## config.mk

```make
export PLATFORM = sky130hd
export DESIGN_NAME = bird_datapath
export DESIGN_NICKNAME = d
export VERILOG_FILES = /design/src/rtl/bird_pkg.sv /design/src/rtl/bird_pixel_scan.sv /design/src/rtl/bird_datapath.sv
export SDC_FILE = /design/constraint.sdc
export NUM_CORES = 1
export LEC_CHECK = 0
export ABC_AREA = 1
export CORE_MARGIN = 4
export CORE_UTILIZATION = 51
export CTS_CLUSTER_SIZE = 8
export DETAILED_ROUTE_END_ITERATION = 12
export GPL_TIMING_DRIVEN = 0
export PLACE_DENSITY = 0.74
export SETUP_SLACK_MARGIN = 0.1
export SLEW_MARGIN = 10
export SYNTH_ARGS = -nofsm -noshare
export SYNTH_HDL_FRONTEND = slang
export SYNTH_SLANG_ARGS = --single-unit
```

## constraint.sdc

```tcl
create_clock -name clk -period 2 [get_ports clk]
set_clock_uncertainty 0.15 [all_clocks]
set_input_delay 0.4 -clock clk [delete_from_list [all_inputs] [get_ports clk]]
set_output_delay 0.4 -clock clk [all_outputs]
set_load 0.005 [all_outputs]
```

## src/rtl/bird_pkg.sv

```systemverilog
// Shared definitions for the bird control FSM and the bird datapath.
// Contents: control FSM state codes, pixel-engine states, screen size and
// default colour constants.
package bird_pkg;

  // State codes driven by the control FSM; the numeric values are shared.
  typedef enum logic [3:0] {
    ST_START   = 4'd0,
    ST_RAISING = 4'd1,
    ST_FALLING = 4'd2,
    ST_STOP    = 4'd3,
    ST_DRAW    = 4'd4,
    ST_UPDATE  = 4'd14,
    ST_DEL     = 4'd15
  } fsm_state_e;

  typedef enum logic [1:0] {
    ENG_IDLE,
    ENG_ERASE,
    ENG_DRAW
  } eng_state_e;

  localparam int unsigned SCREEN_W = 160;
  localparam int unsigned SCREEN_H = 120;

  localparam logic [2:0] BIRD_COLOUR_DEF = 3'b110;
  localparam logic [2:0] BG_COLOUR_DEF   = 3'b000;

endpackage

```

## src/rtl/bird_pixel_scan.sv

```systemverilog
// Rectangle scanner for one sprite job: walks BIRD_W x BIRD_H pixels in
// raster order (column fastest), one pixel per cycle, first pixel the cycle
// after start.
// Ports:
//   clk, reset   - clock, synchronous active-high reset (aborts a job)
//   start        - begin a job (ignored while a job is running)
//   job_y        - top row of the rectangle
//   job_colour   - colour for every pixel of the job
//   x_out/y_out  - pixel coordinate (zero while idle)
//   colour       - pixel colour (BG_COLOUR while idle)
//   plot         - pixel valid
//   done         - high while the last pixel of the job is presented
module bird_pixel_scan
  import bird_pkg::*;
#(
  parameter int unsigned BIRD_X    = 20,
  parameter int unsigned BIRD_W    = 4,
  parameter int unsigned BIRD_H    = 4,
  parameter logic [2:0]  BG_COLOUR = BG_COLOUR_DEF
) (
  input  logic       clk,
  input  logic       reset,
  input  logic       start,
  input  logic [6:0] job_y,
  input  logic [2:0] job_colour,
  output logic [7:0] x_out,
  output logic [6:0] y_out,
  output logic [2:0] colour,
  output logic       plot,
  output logic       done
);

  localparam logic [7:0] X0       = 8'(BIRD_X);
  localparam logic [7:0] COL_LAST = 8'(BIRD_W - 1);
  localparam logic [6:0] ROW_LAST = 7'(BIRD_H - 1);

  logic       active;
  logic [7:0] col;
  logic [6:0] row;
  logic [6:0] base_y;
  logic [2:0] colour_q;
  logic       last;

  assign last = (col == COL_LAST) && (row == ROW_LAST);
  assign done = active && last;

  always_ff @(posedge clk) begin
    if (reset) begin
      active   <= 1'b0;
      col      <= '0;
      row      <= '0;
      base_y   <= '0;
      colour_q <= BG_COLOUR;
    end else if (start && !active) begin
      active   <= 1'b1;
      col      <= '0;
      row      <= '0;
      base_y   <= job_y;
      colour_q <= job_colour;
    end else if (active) begin
      if (col == COL_LAST) begin
        col <= '0;
        if (last) begin
          active <= 1'b0;
          row    <= '0;
        end else begin
          row <= row + 7'd1;
        end
      end else begin
        col <= col + 8'd1;
      end
    end
  end

  assign plot   = active;
  assign x_out  = active ? X0 + col     : '0;
  assign y_out  = active ? base_y + row : '0;
  assign colour = active ? colour_q     : BG_COLOUR;

endmodule

```

## src/rtl/bird_datapath.sv

```systemverilog
// Bird datapath: owns the bird's vertical position, reports rise-limit and
// collision status to the control FSM, and queues erase/draw sprite jobs
// for the 160x120 VGA adapter.
// Ports:
//   clk, reset          - clock, synchronous active-high reset
//   state               - control FSM state code (actions fire on entry)
//   pipe_x, pipe_gap_y  - current pipe left column and gap top row
//   x_out, y_out        - VGA pixel coordinate
//   colour, plot        - VGA pixel colour and write enable
//   flag                - rise limit reached
//   touched             - collision with ceiling, ground or pipe
//   busy                - pixel engine running or a job pending
module bird_datapath
  import bird_pkg::*;
#(
  parameter int unsigned BIRD_X      = 20,
  parameter int unsigned BIRD_W      = 4,
  parameter int unsigned BIRD_H      = 4,
  parameter int unsigned START_Y     = 56,
  parameter int unsigned GROUND_Y    = 112,
  parameter int unsigned RISE_STEP   = 2,
  parameter int unsigned FALL_STEP   = 1,
  parameter int unsigned RISE_LIMIT  = 8,
  parameter int unsigned PIPE_W      = 8,
  parameter int unsigned GAP_H       = 32,
  parameter logic [2:0]  BIRD_COLOUR = BIRD_COLOUR_DEF,
  parameter logic [2:0]  BG_COLOUR   = BG_COLOUR_DEF
) (
  input  logic       clk,
  input  logic       reset,
  input  logic [3:0] state,
  input  logic [7:0] pipe_x,
  input  logic [6:0] pipe_gap_y,
  output logic [7:0] x_out,
  output logic [6:0] y_out,
  output logic [2:0] colour,
  output logic       plot,
  output logic       flag,
  output logic       touched,
  output logic       busy
);

  localparam logic [6:0] START_Y7 = 7'(START_Y);
  localparam logic [8:0] RISE9    = 9'(RISE_STEP);
  localparam logic [8:0] FALL9    = 9'(FALL_STEP);
  localparam logic [8:0] Y_MAX9   = 9'(GROUND_Y - BIRD_H);
  localparam logic [8:0] GROUND9  = 9'(GROUND_Y);
  localparam logic [8:0] H9       = 9'(BIRD_H);
  localparam logic [8:0] PIPE_W9  = 9'(PIPE_W);
  localparam logic [8:0] GAP9     = 9'(GAP_H);
  localparam logic [8:0] BL9      = 9'(BIRD_X);
  localparam logic [8:0] BR9      = 9'(BIRD_X + BIRD_W - 1);
  localparam logic [7:0] LIMIT8   = 8'(RISE_LIMIT);

  logic [3:0]  state_q;
  logic        entry;
  fsm_state_e  last_motion;
  logic [6:0]  bird_y;
  logic [7:0]  rise_cnt;
  logic        erase_pending, draw_pending;
  logic [6:0]  erase_y, draw_y;

  eng_state_e  eng_q, eng_next;
  logic        erase_start, draw_start, scan_start, scan_done;
  logic [6:0]  job_y;
  logic [2:0]  job_colour;

  // Physics and collision, all in 9-bit unsigned to avoid wrap.
  logic [8:0]  y9, bottom9, pipe_l9, pipe_r9, gap_top9, gap_bot9;
  logic [6:0]  rise_y, fall_y;
  logic [7:0]  rise_cnt_new;
  logic        overlap, touched_next;

  assign entry = (state != state_q);

  always_comb begin
    y9           = {2'b00, bird_y};
    rise_y       = (y9 >= RISE9) ? 7'(y9 - RISE9) : '0;
    fall_y       = (y9 + FALL9 > Y_MAX9) ? 7'(Y_MAX9) : 7'(y9 + FALL9);
    rise_cnt_new = (rise_cnt < LIMIT8) ? rise_cnt + 8'd1 : LIMIT8;
    bottom9      = y9 + H9;
    pipe_l9      = {1'b0, pipe_x};
    pipe_r9      = pipe_l9 + PIPE_W9 - 9'd1;
    gap_top9     = {2'b00, pipe_gap_y};
    gap_bot9     = gap_top9 + GAP9;
    overlap      = (BL9 <= pipe_r9) && (pipe_l9 <= BR9);
    touched_next = (y9 == 9'd0) || (bottom9 >= GROUND9) ||
                   (overlap && ((y9 < gap_top9) || (bottom9 > gap_bot9)));
  end

  // Pending bits are cleared on job start before the entry case so that a
  // request arriving in the same cycle re-arms the queue with its new y.
  always_ff @(posedge clk) begin
    if (reset) begin
      state_q       <= ST_START;
      last_motion   <= ST_START;
      bird_y        <= START_Y7;
      rise_cnt      <= '0;
      flag          <= 1'b0;
      touched       <= 1'b0;
      erase_pending <= 1'b0;
      draw_pending  <= 1'b0;
      erase_y       <= '0;
      draw_y        <= '0;
    end else begin
      state_q <= state;
      touched <= touched_next;
      if (erase_start) erase_pending <= 1'b0;
      if (draw_start)  draw_pending  <= 1'b0;
      if (entry) begin
        case (state)
          ST_START: begin
            last_motion <= ST_START;
            bird_y      <= START_Y7;
            rise_cnt    <= '0;
            flag        <= 1'b0;
          end
          ST_RAISING: last_motion <= ST_RAISING;
          ST_FALLING: begin
            last_motion <= ST_FALLING;
            rise_cnt    <= '0;
            flag        <= 1'b0;
          end
          ST_STOP: last_motion <= ST_STOP;
          ST_DEL: begin
            erase_pending <= 1'b1;
            erase_y       <= bird_y;
          end
          ST_UPDATE: begin
            if (last_motion == ST_RAISING) begin
              bird_y   <= rise_y;
              rise_cnt <= rise_cnt_new;
              flag     <= (rise_cnt_new >= LIMIT8);
            end else if (last_motion == ST_FALLING) begin
              bird_y <= fall_y;
            end
          end
          ST_DRAW: begin
            draw_pending <= 1'b1;
            draw_y       <= bird_y;
          end
          default: ;
        endcase
      end
    end
  end

  // Pixel engine: state register / next state / outputs.
  always_ff @(posedge clk) begin
    if (reset) eng_q <= ENG_IDLE;
    else       eng_q <= eng_next;
  end

  always_comb begin
    eng_next = eng_q;
    case (eng_q)
      ENG_IDLE: begin
        if (erase_pending)     eng_next = ENG_ERASE;
        else if (draw_pending) eng_next = ENG_DRAW;
      end
      ENG_ERASE, ENG_DRAW: if (scan_done) eng_next = ENG_IDLE;
      default: eng_next = ENG_IDLE;
    endcase
  end

  always_comb begin
    erase_start = (eng_q == ENG_IDLE) && erase_pending;
    draw_start  = (eng_q == ENG_IDLE) && !erase_pending && draw_pending;
    scan_start  = erase_start || draw_start;
    job_y       = erase_start ? erase_y : draw_y;
    job_colour  = erase_start ? BG_COLOUR : BIRD_COLOUR;
  end

  assign busy = (eng_q != ENG_IDLE) || erase_pending || draw_pending;

  bird_pixel_scan #(
    .BIRD_X   (BIRD_X),
    .BIRD_W   (BIRD_W),
    .BIRD_H   (BIRD_H),
    .BG_COLOUR(BG_COLOUR)
  ) u_scan (
    .clk       (clk),
    .reset     (reset),
    .start     (scan_start),
    .job_y     (job_y),
    .job_colour(job_colour),
    .x_out     (x_out),
    .y_out     (y_out),
    .colour    (colour),
    .plot      (plot),
    .done      (scan_done)
  );

endmodule

```

==> results by group <==
Floorplan
  – Chip width: about 96 um
  – Chip height: 95.6 um
  – Core Region: roughly 7400 um^2
  – FP Rows: 31
  – Num ports: 43
  – Initial Utilization: 0.531
  – Die ar.: between 9000 and 10000 um^2

Power
  – Internal power: 2.27 mW
  – Combinational Power Share: 0.162
  – Flop pwr share: 0.432
  – Sw Ratio: 0.277
  – Clk pwr share: 0.406
  – Leakage: 2.50 nW
  – Final Power: between 3 and 4 mW
  – Pwr per Cell Area: 570 nW/um^2
  – Switching Power: between 0.8 and 0.9 mW
  – Max VDD drop: around 0.52 mV

Synthesis
  – Main synth FF type: dfxtp_1
  – Syn avg cell area: roughly 7.1 um^2
  – Synth area leaders: dfxtp_1, ha_1, nand2_1, a21oi_1, inv_1
  – Syn Inst Count: 549
  – Synth warnings: 0
  – Asr flop ratio synth: 0
  – FF+latch count, synth: 65
  – Syn_nets: between 600 and 700
  – Area share of the largest cell type after synthesis: 0.333
  – Synthesized area: 3910 um^2
  – Number of synthesized flops with an enable pin: 0
  – Synth area leader: dfxtp_1
  – Number of unique standard cell types used by synthesis: 40
  – Sequential share of the synthesized area: 0.333

Timing
  – FMAX: between 300 and 400 MHz
  – Final Cycle Share: 1.30
  – Final setup margin: -593 ps
  – RSZ-0062 raised after global routing: true
  – Minimum clock period: ~2600 ps
  – # setup viols final: 10
  – Max-slew violations: 0
  – Total Neg Setup Slack: -2760 ps
  – Final hold vios: 0

Layout
  – Final Core Density: 0.748
  – Synth-to-layout area growth: 40.9%
  – Nets: about 700
  – Commonest non-fill, non-tap cell in the layout: nand2_1
  – Fraction of layout cells with a size suffix above 1: 0.326
  – ANT cells: 0
  – Most frequent cells in the layout: nand2_1, dfxtp_1, inv_1

Global route
  – Initial antenna violation count: 0
  – Total Routing Usage GR: 0.237
  – Largest net degree at the start of global routing: 14
  – GR Overflow Total: 0
  – Vias in the first global route: between 3000 and 4000
  – First-pass GRT wire length: ~17000 um

Clocking
  – Inserted Clock Buffers: 9
  – Clock net sink count: 65
  – H-tree levels: 3
  – Post-CTS Hold Fix Bufs: 0
  – Clock Tree Buf Depth: 2
  – CTS clock-pin slew for the worst setup and hold paths: 80 ps
  – Worst-Skew Late Latency: approximately 360 ps
  – TritonCTS clock tree: yes
  – Root Driver: clkbuf_8

Routing
  – Drt drc: 0
  – Initial drt markers: ~370
  – Vias per cell: around 5.6
  – Avg WL per Cell: approximately 16 um
  – Number of detailed-route iterations in the first pass: 6
  – DRT antenna net count: 0
  – Vias: about 4200
  – Final wirelength: 12300 um

Critical path
  – WP data arrival: between 2000 and 2500 ps
  – Most used cell, CP: nand3_2
  – Max FO, Critical Path: 2
  – Req. time, crit path: between 1000 and 1500 ps
  – Crit path max-delay cell type: dfxtp_4
  – CP Cell Sequence: ha_4 -> fa_2 -> nand3_2 -> nand3_2 -> a21o_1 -> a21oi_2 -> o21ai_1 -> a21oi_1 -> buf_2
  – CP peak stage delay: 360 ps
  – Kind of critical path: reg2out
  – CP endpoint kind: output port
  – CP Launch Type: flop

Placement
  – Port Buffer Count: 41
  – DPL Wire Length: 6890 um
  – GP Congestion: between 0.8 and 0.9

Run status
  – Status: finished, violations left
  – Failing checks: setup timing

Flow run
  – Max-cap violation count: 0

Hold path
  – Hold crit path type: in2reg
-- worst paths after layout --
check,startpoint,to,slack [ps],cells past startpoint
worst max-delay path,u_scan.row[0],y_out[6],-590,9
worst min-delay path,state[2],state_q[2],230,3
worst max register to register,bird_y[2],touched,-130,13
worst min register to register,rise_cnt[4],rise_cnt[4],290,2
-- sequential cells by signal, indices dropped and copies added (netlist names) --
name	cells
last_motion	2
u_scan.base_y	7
erase_pending	1
draw_pending	1
draw_y	7
touched	1
u_scan.colour_q	1
rise_cnt	8
flag	1
erase_y	7
u_scan.row	7
bird_y	7
u_scan.col	8
state_q	4
eng_q	2
u_scan.plot	1
-- per-stage QoR --
stage	cell area (um^2)	std cells	hold WS (ps)	worst slack [ps]
floorplan	3970	549	275	-62.6
global placement	4500	689	281	-631
detailed placement	4500	689	287	-673
CTS	5120	733	299	-598
global route	5510	753	233	-638
finish	5510	753	230	-593
-- Yosys cell counts, types with 2 or more instances --
cell type    n
a21oi_1     56
a31oi_1      8
buf_2        2
buf_4        3
buf_6        2
clkbuf_1     5
dfxtp_1     65
ha_1        37
inv_1       60
inv_2        6
nand2_1    116
nand2_2      2
nand3_1     24
nand3_2      2
nand3b_1     3
nand4_1      4
nand4_2      2
nor2_1      56
nor2_2       3
nor2_4       2
nor3_1       4
nor4_1       2
o21ai_0     37
o21ai_1      9
o21ai_2      2
o21bai_1     2
or2_2        2
xnor2_1      7
xor2_1      15
-- final cells by class --
| type | count | area, um^2 |
|---|---|---|
| Inverter | 67 | 262 |
| Clock inverter | 7 | 103 |
| Tap cell | 99 | 124 |
| Sequential cell | 65 | 1340 |
| Fill cell | 533 | 1860 |
| Timing Repair Buffer | 89 | 751 |
| Multi-Input combinational cell | 404 | 2700 |
| Clock buffer | 9 | 124 |
| Buffer | 13 | 110 |
-- cells by family after synthesis --
| family | Yosys count | synth area share |
|---|---|---|
| adder cells (fa/ha/maj) | 38 | 0.123 |
| flip-flops | 65 | 0.333 |
| other | 1 | 0.000958 |
| AO/OA/AOI/OAI | 120 | 0.163 |
| AND/OR/NAND/NOR | 223 | 0.247 |
| buffers and inverters | 80 | 0.0841 |
| XOR/XNOR | 22 | 0.0492 |
-- critical path: cells and delay by family, from the launching register on --
kind | cells | cell delay [ps]
AND/OR/NAND/NOR | 2 | 150
adder cells (fa/ha/maj) | 2 | 520
buffers and inverters | 1 | 130
flip-flops | 1 | 360
AO/OA/AOI/OAI | 4 | 520
-- layer usage --
metal / wire, um / part of all wire / track usage / vias to the layer above
li1: - / - / - / 2000
met5: 0 / 0 / 0 / -
met1: 4690 / 0.38 / 0.280 / 1981
met4: 508 / 0.041 / 0.0889 / 0
met2: 6360 / 0.52 / 0.422 / 174
met3: 714 / 0.058 / 0.0450 / 66
-- power groups by stage --
stage | sequential (mW) | clock [mW] | combinational [mW]
4_1_cts | 1.36 | 1.27 | 0.423
5_1_grt | 1.36 | 1.34 | 0.555
6_report | 1.36 | 1.28 | 0.510
3_3_place_gp | 1.38 | 0 | 0.358
3_5_place_dp | 1.39 | 0 | 0.368
2_1_floorplan | 1.38 | 0 | 0.238
-- repair_timing --
item / in CTS / in global routing
setup buffers: 30 / 21
resized for setup: 135 / 88
endpoints found under the hold margin: 0 / 0
setup endpoints to repair: 32 / 53
pin swaps: 22 / 33
(Power assumes the default switching activity.)
==> variant 1: new RTL, config.mk and constraints unchanged <==
Encoding of `eng_state_e`: now one-hot (3 bits for 3 states).
--- a/src/rtl/bird_pkg.sv
+++ b/src/rtl/bird_pkg.sv
@@ -14,10 +14,10 @@
     ST_DEL     = 4'd15
   } fsm_state_e;
 
-  typedef enum logic [1:0] {
-    ENG_IDLE,
-    ENG_ERASE,
-    ENG_DRAW
+  typedef enum logic [2:0] {
+    ENG_IDLE  = 3'b001,
+    ENG_ERASE = 3'b010,
+    ENG_DRAW  = 3'b100
   } eng_state_e;
 
   localparam int unsigned SCREEN_W = 160;
Behaviour: no difference found for any inputs over 4 cycles, from zero or initial values and one cycle with reset high; so few cycles prove little.
==> variant 1 against the original RTL <==
The flow still finishes with violations (setup timing). Sequential share of layout area shrank 0.68 points. Synthesized cell count grew 2.7%. Sequential cell count grew 1. Area after synthesis grew 3.5%. Wire length shrank 2.9%. Total power grew 1.9%. Critical path depth is the same. Cell count grew 4.2%. Setup slack gained 0.0051 ns. Design area grew 5.2%.
==> variant 1: results (changes against the original RTL) <==
[grt]
use_met1=0.2629  ; -0.01672
grtUsageMet3=0.04451  ; -0.0004799
groute.usage.overall=0.2285  ; -0.008192

[route]
drtPass1Iterations=5  ; -1
vias_per_cell=5.385  ; -3.9%
drt_iter0_drc=231  ; -37%
met3_wirelength_um=587  ; -18%
wl_met2_um=6187  ; -2.7%

[logic_synthesis]
syn_nets=622  ; +2.3%
synthXorXnorAreaFrac=0.04756  ; -0.001688
synth.area.top_cells=dfxtp_1 (33%), ha_1 (11%), nand2_1 (10%), a21oi_1 (7.3%), inv_1 (5.4%)
seq_area_frac_synth=0.3261  ; -0.006460
synthTopCellsByCount=nand2_1 (110), dfxtp_1 (66), a21oi_1 (59), inv_1 (58), nor2_1 (54)
synth_seq_cells=66  ; +1.5%
synth_compound_area_frac=0.1628  ; -0.0003408
synthAdderAreaFrac=0.1161  ; -0.007320
synthCells=564  ; +2.7%

[floorplanning]
initial_core_util=0.5243  ; -0.006612

[status]
violations=setup timing
status=complete, but fails checks

[place]
dpl_worst_slack_ns=-0.6224  ; +0.05036 ns
place_inst=707  ; +2.6%
dpl_cell_area_um2=4628  ; +2.9%
place.gp.congestion=0.9003  ; +4.5%

[power_and_ir_drop]
leakage_nw=2.615  ; +4.8%
ir_drop_uv=444.5  ; -14%

[timing]
fin_ws_ns=-0.5880  ; +0.005094 ns
setup_viol=9  ; -1

[finish]
drive_above_1_share=0.3206  ; -0.005044
stdcell_count=785  ; +4.2%

[variant 1: timing repair]
item,in CTS,in global routing
pin swaps,29,39
resized for setup,131,80
buffers inserted,43,21
endpoints found under the setup margin,42,40
cloned,1,0
[variant 1: critical path, cell delays in order, from the launching register on]
cell and delay, ns:
dfxtp_2 0.34, ha_4 0.16, fa_2 0.35, nand3_2 0.07
nand3_2 0.07, a21o_1 0.19, a21oi_2 0.14, o21ai_1 0.08
a21oi_1 0.16, buf_2 0.15
[variant 1: cell type report]
| type | instances | area (um^2) |
|---|---|---|
| buffer | 16 | 138.9 |
| clock buffer | 10 | 137.6 |
| clock inverter | 6 | 112.6 |
| fill | 530 | 1928 |
| inverter | 64 | 256.5 |
| multi-input combinational | 418 | 2776 |
| sequential | 66 | 1374 |
| tap | 102 | 127.6 |
| timing repair buffer | 103 | 875.8 |
[variant 1: final timing paths]
| check | start | to | slack [ns] | cells after the start |
|---|---|---|---|---|
| setup / recovery | u_scan.base_y[0] | y_out[6] | -0.59 | 9 |
| hold reg to reg | rise_cnt[7] | rise_cnt[7] | 0.30 | 2 |
| setup reg to reg | bird_y[6] | touched | -0.17 | 12 |
| hold / removal | state[3] | state_q[3] | 0.24 | 3 |
[variant 1: cells by family (layout without fill, tap and decap cells)]
kind of cell | count (synthesis) | count (layout)
AND/OR/NAND/NOR | 235 | 235
adder cells (fa/ha/maj) | 37 | 37
buffers and inverters | 80 | 199
AO/OA/AOI/OAI | 123 | 123
other | 1 | 1
XOR/XNOR | 22 | 22
flip-flops | 66 | 66
[variant 1: power by group through the flow]
stage	Combinational, mW	Clock (mW)	Sequential [mW]
after detailed placement	0.339	0	1.40
after global placement	0.331	0	1.40
after CTS	0.382	1.42	1.36
after floorplan	0.225	0	1.39
final	0.428	1.42	1.36
after global routing	0.470	1.48	1.37
==> variant 2: new RTL, same flow settings <==
Without the edit above. Set the parameter `START_Y` to 42 (it was 56).
--- a/src/rtl/bird_datapath.sv
+++ b/src/rtl/bird_datapath.sv
@@ -16,7 +16,7 @@
   parameter int unsigned BIRD_X      = 20,
   parameter int unsigned BIRD_W      = 4,
   parameter int unsigned BIRD_H      = 4,
-  parameter int unsigned START_Y     = 56,
+  parameter int unsigned START_Y     = 42,
   parameter int unsigned GROUND_Y    = 112,
   parameter int unsigned RISE_STEP   = 2,
   parameter int unsigned FALL_STEP   = 1,
Check against the original RTL: not equivalent (a bounded check fails within 4 cycles, from zero or initial values and one cycle with reset high).
==> variant 2 against the original RTL <==
Total power shrank 0.91%. Sequential cell count stayed put. Wire length down 0.57%. Synthesized cell count grew 1.3%. Setup slack improved by 0.026 ns. Critical path type unchanged. Maximum frequency increased by 1.0%. Design area increased by 0.82%. Largest cell class unchanged. Global-route usage rose by 0.87 points. Cell count is 1.1% higher. Area after synthesis decreased by 1.0%. Largest power group unchanged. The run still ends with setup timing left.
==> variant 2: results (changes against the original RTL) <==
[timing]
fin_tns_setup_ns=-2.107  ; +0.6488 ns
fin_ws_ns=-0.5673  ; +0.02585 ns
setup_viol=11  ; +1

[route]
drtPass1Iterations=5  ; -1
wl_per_cell_um=16.04  ; -1.6%
drt_iter0_drc=270  ; -26%
wl_met1_um=4858  ; +3.6%
vias=4260  ; +0.92%
wl_met2_um=6227  ; -2.1%
met3_wirelength_um=660  ; -7.6%

[grt]
grtUsageMet3=0.05288  ; +0.007893
grt_max_degree=12  ; -2
groute.usage.overall=0.2454  ; +0.008719
use_met1=0.2974  ; +0.01769
use_met2=0.4268  ; +0.005282
grt_pass1_wl_um=17650  ; +4.0%
grt_pass1_vias=3818  ; +2.2%

[place]
dpl_worst_slack_ns=-0.6447  ; +0.02807 ns
place.gp.congestion=0.9337  ; +8.3%
hpwl_um=7007  ; +1.7%
place_inst=695  ; +0.87%
dpl_cell_area_um2=4442  ; -1.3%

[worst_hold_path]
min_from=rise_cnt[5]
hp-class=flip-flop to flip-flop

[clock_tree]
post-cts-setup-buffer-count=32  ; +6.7%
post_cts_resized=140  ; +3.7%

[setup_path]
cp_max_fo=3  ; +1
reg2reg_slack_ns=-0.08  ; +0.05 ns
rr_worst_depth=12  ; -1

[logic_synthesis]
seq_area_frac_synth=0.3360  ; +0.003439
synthTopCellsByCount=nand2_1 (120), dfxtp_1 (65), inv_1 (65), nor2_1 (61), a21oi_1 (56)
syn_nets=615  ; +1.2%
yosysUniqueCellTypes=34  ; -15%

[status]
violations=setup timing
status=complete, but fails checks

[power_and_ir_drop]
leakage_nw=2.482  ; -0.53%

[finish]
nets=716  ; +1.1%

## variant 2: changes by cell type in the layout (fill, tap and decap cells not counted), moves of 4 or more
cell	delta
ha_4	+4
nand2_2	+5
nand3_1	+5
nand3_2	-4
o21ai_0	+5
xnor2_1	-6
## variant 2: where the power goes
part	leakage, nW	internal, mW	total, mW	switching [mW]
registers	0.535	1.32	1.35	0.0304
logic	1.83	0.210	0.471	0.261
clock network	0.115	0.765	1.29	0.527
total	2.48	2.30	3.12	0.818
## variant 2: how the worst min path moves through the flow
stage                   to  slack (ns)  cells after the start
4_1_cts        rise_cnt[6]        0.30                      2
5_1_grt        rise_cnt[5]        0.31                      2
3_5_place_dp   rise_cnt[6]        0.29                      2
2_1_floorplan  rise_cnt[5]        0.27                      2
6_report       rise_cnt[5]        0.29                      2
3_3_place_gp   rise_cnt[6]        0.28                      2
## variant 2: area by class of cell
cell class	instances	area, um^2
flip-flops and latches	65	1343
clock buffers	11	151.4
multi-input cells	409	2719
inverters	68	269.0
fillers	476	1772
clock inverters	5	77.57
well taps	99	123.9
plain buffers	14	106.4
repair buffers	90	769.5
## variant 2: worst reg2reg max path: stages, from the launching register on
cell        delay, ns
dfxtp_4          0.40
clkinvlp_4       0.13
buf_12           0.14
ha_4             0.21
ha_4             0.27
nand2_1          0.09
o21ai_1          0.14
nand2_1          0.08
nand3_1          0.09
nand2_1          0.06
nand2_1          0.06
nand2_1          0.07
a21oi_2          0.12
## variant 2: logic make-up (layout without fill, tap and decap cells)
kind of cell,count (synthesis),in the layout,synth area share
DFF,65,65,0.3360
xor gates and xnor gates,18,18,0.04071
other,1,1,0.0009684
adders and majority gates,38,38,0.1247
AOI/OAI and AO/OA,121,121,0.1641
buffers and inverters,82,188,0.08400
and+or+nand+nor,231,231,0.2494
